$ cat config.mk
export PLATFORM = sky130hd
export DESIGN_NAME = fir_mac_seq
export DESIGN_NICKNAME = d
export VERILOG_FILES = /design/src/rtl/fir_mac_seq.sv
export SDC_FILE = /design/constraint.sdc
export NUM_CORES = 1
export LEC_CHECK = 0
export BUFFER_PORTS_ARGS = -buffer_cell sky130_fd_sc_hd__buf_2
export CORE_ASPECT_RATIO = 0.5
export CORE_MARGIN = 8
export CORE_UTILIZATION = 66
export CTS_CLUSTER_DIAMETER = 60
export DETAILED_ROUTE_END_ITERATION = 10
export GPL_TIMING_DRIVEN = 0
export PLACE_DENSITY = 0.87
export SLEW_MARGIN = 20
export SYNTH_ARGS = -nofsm -noshare
export SYNTH_HDL_FRONTEND = slang
export SYNTH_SLANG_ARGS = --single-unit
export TNS_END_PERCENT = 100
$ cat constraint.sdc
create_clock -name clk -period 13.85 [get_ports clk]
set_clock_uncertainty 0.1 [all_clocks]
set_input_delay 2.0775 -clock clk [delete_from_list [all_inputs] [get_ports clk]]
set_output_delay 2.0775 -clock clk [all_outputs]
set_load 0.05 [all_outputs]
$ cat src/rtl/fir_mac_seq.sv
// fir_mac_seq: handshake control and 4-cycle time-multiplexed MAC around a 4-tap sample delay line
module fir_mac_seq #(
  parameter logic signed [11:0] C0 = 12'sd64,
  parameter logic signed [11:0] C1 = 12'sd128,
  parameter logic signed [11:0] C2 = 12'sd128,
  parameter logic signed [11:0] C3 = 12'sd64,
  parameter int OUT_SHIFT = 8
) (
  input  logic               clk,
  input  logic               rst,
  input  logic               in_valid,
  output logic               in_ready,
  input  logic signed [11:0] in_data,
  output logic               sr_shift_en,
  output logic signed [11:0] sr_data,
  input  logic [47:0]        sr_taps,
  input  logic               coef_wr_en,
  input  logic [1:0]         coef_addr,
  input  logic signed [11:0] coef_wr_data,
  output logic               out_valid,
  input  logic               out_ready,
  output logic signed [15:0] out_data,
  output logic               busy
);
  typedef enum logic [1:0] {IDLE, MAC, OUT} state_t;
  localparam logic signed [26:0] HALF = 27'sd1 <<< (OUT_SHIFT - 1);
  state_t state_q, state_d;
  logic [1:0] idx_q, idx_d;
  logic signed [25:0] acc_q, acc_d, sum;
  logic out_valid_q, out_valid_d;
  logic signed [15:0] out_data_q, out_data_d, sat;
  logic signed [11:0] coef_q [4];
  logic signed [11:0] coef_d [4];
  logic signed [11:0] tap;
  logic signed [23:0] prod;
  logic signed [26:0] rnd, shr;
  assign in_ready    = state_q == IDLE;
  assign busy        = state_q != IDLE;
  assign sr_data     = in_data;
  assign sr_shift_en = in_valid & in_ready;
  assign out_valid   = out_valid_q;
  assign out_data    = out_data_q;
  // one product per MAC cycle; the running sum includes it so the last step can feed the output register directly
  always_comb begin
    tap  = idx_q == 2'd0 ? sr_taps[11:0] : idx_q == 2'd1 ? sr_taps[23:12] :
           idx_q == 2'd2 ? sr_taps[35:24] : sr_taps[47:36];
    prod = tap * coef_q[idx_q];
    sum  = (idx_q == 2'd0 ? 26'sd0 : acc_q) + 26'(prod);
    rnd  = 27'(sum) + HALF;
    shr  = rnd >>> OUT_SHIFT;
    sat  = shr > 27'sd32767 ? 16'sh7fff : shr < -27'sd32768 ? 16'sh8000 : shr[15:0];
  end
  // coefficient writes land only while idle, including the cycle a sample is accepted
  always_comb begin
    coef_d = coef_q;
    if (state_q == IDLE && coef_wr_en) coef_d[coef_addr] = coef_wr_data;
  end
  // next-state and datapath updates for IDLE -> MAC x4 -> OUT
  always_comb begin
    state_d     = state_q;
    idx_d       = idx_q;
    acc_d       = acc_q;
    out_valid_d = out_valid_q;
    out_data_d  = out_data_q;
    case (state_q)
      IDLE: begin
        if (in_valid) begin
          state_d = MAC;
          idx_d   = 2'd0;
        end
      end
      MAC: begin
        acc_d = sum;
        idx_d = idx_q + 2'd1;
        if (idx_q == 2'd3) begin
          state_d     = OUT;
          out_valid_d = 1'b1;
          out_data_d  = sat;
        end
      end
      OUT: begin
        if (out_ready) begin
          state_d     = IDLE;
          out_valid_d = 1'b0;
        end
      end
      default: state_d = IDLE;
    endcase
  end
  // state registers with asynchronous active-low reset that discards any in-flight result
  always_ff @(posedge clk or negedge rst) begin
    if (!rst) begin
      state_q     <= IDLE;
      idx_q       <= 2'd0;
      acc_q       <= '0;
      out_valid_q <= 1'b0;
      out_data_q  <= '0;
      coef_q[0]   <= C0;
      coef_q[1]   <= C1;
      coef_q[2]   <= C2;
      coef_q[3]   <= C3;
    end else begin
      state_q     <= state_d;
      idx_q       <= idx_d;
      acc_q       <= acc_d;
      out_valid_q <= out_valid_d;
      out_data_q  <= out_data_d;
      coef_q      <= coef_d;
    end
  end
endmodule

* Yosys cells after proc, flatten, opt, wreduce, memory -nomap -nowiden
Index checks and enable logic that the tools add are counted.
** Word-level totals
- Register bits after elaboration :: 95
- Latch bits :: 0
- Memory bits (writable) :: 0
- Bits in read-only memories :: 0
- Input port bits :: 79
- Output and inout bits :: 32
- Memories kept :: 0
** Cells by class
- Add/sub/neg operators :: 3
- Multiply operators :: 1
- Div/mod/pow operators :: 0
- Order comparisons :: 5
- Eq/ne operators :: 8
- Shift-type cells :: 0
- Muxes and demuxes :: 21
- Bitwise gates (word level) :: 3
- Reductions and logical operators :: 11
** Operator list (count)
- $mux 12 :: 6
- $bwmux 48 :: 1
- $mux 16 :: 2
- $add 26x9->27 const B :: 1
- $add 26x24->26 :: 1
- $mux 26 :: 1
- $bmux 12 s2 :: 1
- $demux 12 s2 :: 1
- $mul 12x12->24 :: 1
- $gt 19x16->1 const B :: 1
- $lt 19x16->1 const B :: 1
- $mux 2 :: 4
- $eq 2x2->1 const B :: 3
- $ge 3x3->1 const B :: 2
- $ne 2x2->1 const B :: 3
- $not 2->3 :: 2
- $pmux 2 s3 :: 1
- $reduce_and 3->1 :: 2
- $reduce_bool 2->1 :: 3
- $eq 2x1->1 const B :: 2
- $logic_not 2->1 :: 2
- $pmux 2 s2 :: 1
- $reduce_and 2->1 :: 2
- $lt 3x1->1 const B :: 1
- 5 further kinds :: 7

* Depth between registers and ports, before layout
- Depth after elaboration :: 10
- Mapped depth :: 39

* Worst setup path before layout
Ideal clock, no wire load.
- Path type :: input port to flip-flop
- From :: input sr_taps[47]
- To :: register out_data_q[4], in the netlist out_data[4]
- Setup time :: 139 ps
- Arrival :: 8776 ps
- Setup slack :: 4836 ps
- Stages on the path :: 26
- Path buffers :: 3
- Path through :: nor2b_1 > a211oi_1 > o31ai_1 > clkbuf_1 > nor2b_1 > inv_1 > fa_1 > inv_1 > fa_1 > fa_1 > fa_1 > fa_1 > ha_1 > ha_1 > a21o_1 > a211o_1 > a31o_1 > nor4_4 > nor4b_2 > or2_1 > buf_6 > nor4_4 > o21bai_2 > a21oi_2 > buf_6 > a31oi_2
** Between the ends
- Cells in the longest elaborated chain, start to end :: 9
- Elaborated cells on any way between the ends :: 10
- Those cells by class :: 2 x add/sub; 1 x mul; 2 x order compare; 5 x mux
** Ends and longest elaborated chain
- start, declared :: line 16 : input logic [47:0] sr_taps,
- $mux 12 * :: line 46 : idx_q == 2'd2 ? sr_taps[35:24] : sr_taps[47:36];
- $mux 12 * (2 in series) :: line 45 : tap = idx_q == 2'd0 ? sr_taps[11:0] : idx_q == 2'd1 ? sr_taps[23:12] :
- $mul 12x12->24 * :: line 47 : prod = tap * coef_q[idx_q];
- $add 26x24->26 * :: line 48 : sum = (idx_q == 2'd0 ? 26'sd0 : acc_q) + 26'(prod);
- $add 26x9->27 * :: line 49 : rnd = 27'(sum) + HALF;
- $lt 19x16->1 :: line 51 : sat = shr > 27'sd32767 ? 16'sh7fff : shr < -27'sd32768 ? 16'sh8000 : shr[15:0];
- $mux 16 :: line 51
- $mux 16 * :: line 51
- end signal, assigned :: line 107 : out_data_q <= out_data_d;
- end, declared :: line 31 : logic signed [15:0] out_data_q, out_data_d, sat;
Mark *: on every way between the ends. The rest lies on a longest branch, timed or not.
A chain may end at the register's enable or synchronous reset.

* Worst setup path in the final report
- From :: register idx_q[1]
- To :: register out_data_q[13], in the netlist out_data[13]
** Between the ends
- Cells in the longest elaborated chain, start to end :: 10
- Elaborated cells on any way between the ends :: 20
- Those cells by class :: 2 x add/sub; 1 x mul; 2 x order compare; 3 x eq/ne; 9 x mux; 1 x bitwise; 2 x reduce/logical
** Ends and longest elaborated chain
- start, declared :: line 28 : logic [1:0] idx_q, idx_d;
- start signal, assigned :: line 104 : idx_q <= idx_d;
- $eq 2x2->1 / $not 2->3 (equally long branches) :: line 46, 47
- $mux 12 / $bmux 12 s2 (equally long branches) :: line 46, 47
- $mux 12 (on tied branches) (2 in series) :: line 45, 47
- $mul 12x12->24 :: line 47
- $add 26x24->26 :: line 48
- $add 26x9->27 :: line 49
- $lt 19x16->1 :: line 51
- $mux 16 (2 in series) :: line 51
Parallel ways exist; a longest one is shown, timed or not. The select of a mux whose other input is x is not followed.

==> flow_metrics.env <==
export IMPL_maxCapViolCount=0
export IMPL_cts_tree="yes"
export IMPL_cts_buffers=9
export IMPL_cts_clk_slew_worst_paths_ns=0.08
export IMPL_post_cts_buffers=0
export IMPL_layout_common_cells="171 x fa_1, 156 x inv_1, 145 x nand2_1"
export IMPL_fin_crit_sh_pct=76.81
export IMPL_synth_edff_count=0
export IMPL_status="finished, final reports clean"
export IMPL_drive_gt1_share_pct=17.31
export IMPL_yosys_warnings=0
export IMPL_grt_pass1_wl_um=50920
export IMPL_fmaxAchievable_ghz=0.09400
export IMPL_holdBufCountCts=0
export IMPL_route_detailed_drc=0
export IMPL_finalSetupViolations=0
export IMPL_crit_path_top_delay_cell="o31ai_1"
export IMPL_cp_startpoint="idx_q[1]$_DFFE_PN0P_"
export IMPL_cp_start_kind="flop"
export IMPL_maxUsedRoutingLayer="met4"
export IMPL_rows=34
export IMPL_synth_yosys_seq_area_share_pct=19.90
export IMPL_globalRouteTotalUtil_pct=28.07
export IMPL_endpoint_kind="flop"
export IMPL_place_congestion=0.9737
export IMPL_syn_area_per_cell_um2=9.680
export IMPL_n_antenna_cell=0
export IMPL_drtPass1Iterations=6
export IMPL_cts_buffer_depth=2
export IMPL_dp_hpwl_um=26030
export IMPL_num_vias=9556
export IMPL_ys_ff_latch=95
export IMPL_reg2regPathDepth=30
export IMPL_drt_met1_wl_um=12130
export IMPL_syn_cell_area_um2=11970
export IMPL_r2r_setup_slack_ns=3.21
export IMPL_crit_arrival_ns=10.76
export IMPL_ctsRootBufferMaster="clkbuf_16"
export IMPL_ioPinCount=111
export IMPL_crit_fanout=13
export IMPL_crit_path_end="out_data[13]$_DFFE_PN0P_"
export IMPL_syn_to_final_growth_pct=9.426
export IMPL_syn_inst=1237
export IMPL_worst_pin_slew_ns=1.269
export IMPL_setup_worst_path_class="reg2reg"
export IMPL_grt_pass1_vias=9981
export IMPL_htreeDepth=3
export IMPL_wl_met3_um=3939
export IMPL_clock_sinks=95
export IMPL_nets=1672
export IMPL_async_flop_share_pct=100.0
export IMPL_start_util_pct=68.15
export IMPL_rsz0062_at_grt="no"
export IMPL_die_width_um=206.5
export IMPL_grt_ovfl_total=0
export IMPL_final_min_clock_period_ns=10.64
export IMPL_finalMaxSlewViolations=0
export IMPL_maxSlewHeadroom_pct=14.68
export IMPL_wl_per_cell_um=19.73
export IMPL_yosys_cell_types_count=72
export IMPL_r2r_end="out_data[13]$_DFFE_PN0P_"
export IMPL_routed_wl_um=31300
export IMPL_critPathRequiredTime_ns=13.97
export IMPL_clk_latency_ns=0.37
export IMPL_hold_class="reg2reg"
export IMPL_r2r_start="idx_q[1]$_DFFE_PN0P_"
export IMPL_core_area_um2=17570
export IMPL_finalHoldViolations=0
export IMPL_synth_top_flop_cell="dfrtp_1"
export IMPL_grt_max_degree=70
export IMPL_layout_commonest_cell="fa_1"
export IMPL_syn_num_nets=1562
export IMPL_die_area_um2=22970
export IMPL_tns_ns=0
export IMPL_via_per_inst=6.025
export IMPL_ant_nets=0
export IMPL_die_h_um=111.2
export IMPL_cts_resized=0
export IMPL_first_iter_violations=783
export IMPL_met2_length_um=14430
export IMPL_antenna_found_initial=0
export IMPL_slowest_delay_ns=0.77
export IMPL_port_buffers=98
-- critical path, delay by kind of cell (launching register included) --
family                     cells  cell delay [ns]
DFF                            1             0.40
AOI/OAI and AO/OA              6             1.80
buffers and inverters         10             3.07
adders and majority gates      8             3.63
and+or+nand+nor                5             1.25
xor gates and xnor gates       1             0.23
-- area by class of cell --
| class | count | area [um2] |
|---|---|---|
| buffer | 66 | 341.6 |
| clock buffer | 10 | 239.0 |
| clock inverter | 6 | 62.56 |
| fill | 1254 | 4467 |
| inverter | 156 | 585.6 |
| multi-input combinational | 920 | 8675 |
| sequential | 95 | 2382 |
| tap | 234 | 292.8 |
| timing repair buffer | 99 | 524.3 |
-- cells by family (layout without fill, tap and decap cells) --
logic type / Yosys count / count (layout) / share of synthesized area, %
multiplexers: 72 / 72 / 7.220
buffers and inverters: 222 / 337 / 7.743
AND/OR/NAND/NOR: 402 / 402 / 16.20
AO/OA/AOI/OAI: 161 / 161 / 9.666
adder cells (fa/ha/maj): 246 / 246 / 36.43
XOR/XNOR: 39 / 39 / 2.853
flip-flops: 95 / 95 / 19.90
-- cells in the mapped netlist, types with 19 or more instances --
master,n,share of area [%]
nand2b_1,22,1.1
clkbuf_1,38,1.2
a21oi_1,19,0.79
xnor2_1,28,2.0
o21ai_0,37,1.5
ha_1,75,7.8
nor2b_1,51,2.7
fa_1,171,29
nand3_1,19,0.79
dfrtp_1,91,19
nand2_1,145,4.5
nor2_1,96,3.0
mux2_2,55,5.2
inv_1,156,4.9
-- worst min-delay path by stage --
stage                                  endpoint             startpoint  slack (ns)  depth (start not counted)
after global routing      acc_q[15]$_DFFE_PN0P_  acc_q[15]$_DFFE_PN0P_        0.41                          2
after CTS                 acc_q[11]$_DFFE_PN0P_  acc_q[11]$_DFFE_PN0P_        0.38                          2
after global placement     acc_q[0]$_DFFE_PN0P_   acc_q[0]$_DFFE_PN0P_        0.35                          2
final                     acc_q[11]$_DFFE_PN0P_  acc_q[11]$_DFFE_PN0P_        0.38                          2
after detailed placement  acc_q[14]$_DFFE_PN0P_  acc_q[14]$_DFFE_PN0P_        0.36                          2
after floorplan            acc_q[0]$_DFFE_PN0P_   acc_q[0]$_DFFE_PN0P_        0.34                          2
-- metrics by stage --
| stage | cell area, um2 | setup WS (ns) | std cells | utilization (%) | hold slack (ns) |
|---|---|---|---|---|---|
| 6_report | 13100 | 3.212 | 1586 | 74.58 | 0.3780 |
| 5_1_grt | 13100 | 2.731 | 1586 | 74.58 | 0.4093 |
| 3_3_place_gp | 12760 | 3.520 | 1569 | 72.61 | 0.3501 |
| 2_1_floorplan | 11970 | 4.836 | 1237 | - | 0.3379 |
| 3_5_place_dp | 12800 | 3.290 | 1570 | 72.83 | 0.3617 |
| 4_1_cts | 13100 | 3.367 | 1586 | 74.55 | 0.3793 |
-- state kept, by name, indices dropped and copies added (netlist names) --
name,cells
acc_q,26
state_q,2
coef_q,48
out_valid,1
out_data,16
idx_q,2
-- metal layers --
metal	up-vias	GRT usage [%]
li1	4256	-
met5	-	0
met2	429	43.54
met3	82	10.30
met1	4789	35.95
met4	0	9.299
Power is left out: the tool's default activity adds up to more than one toggle a clock period on the data nets, which glitch-free logic cannot reach.
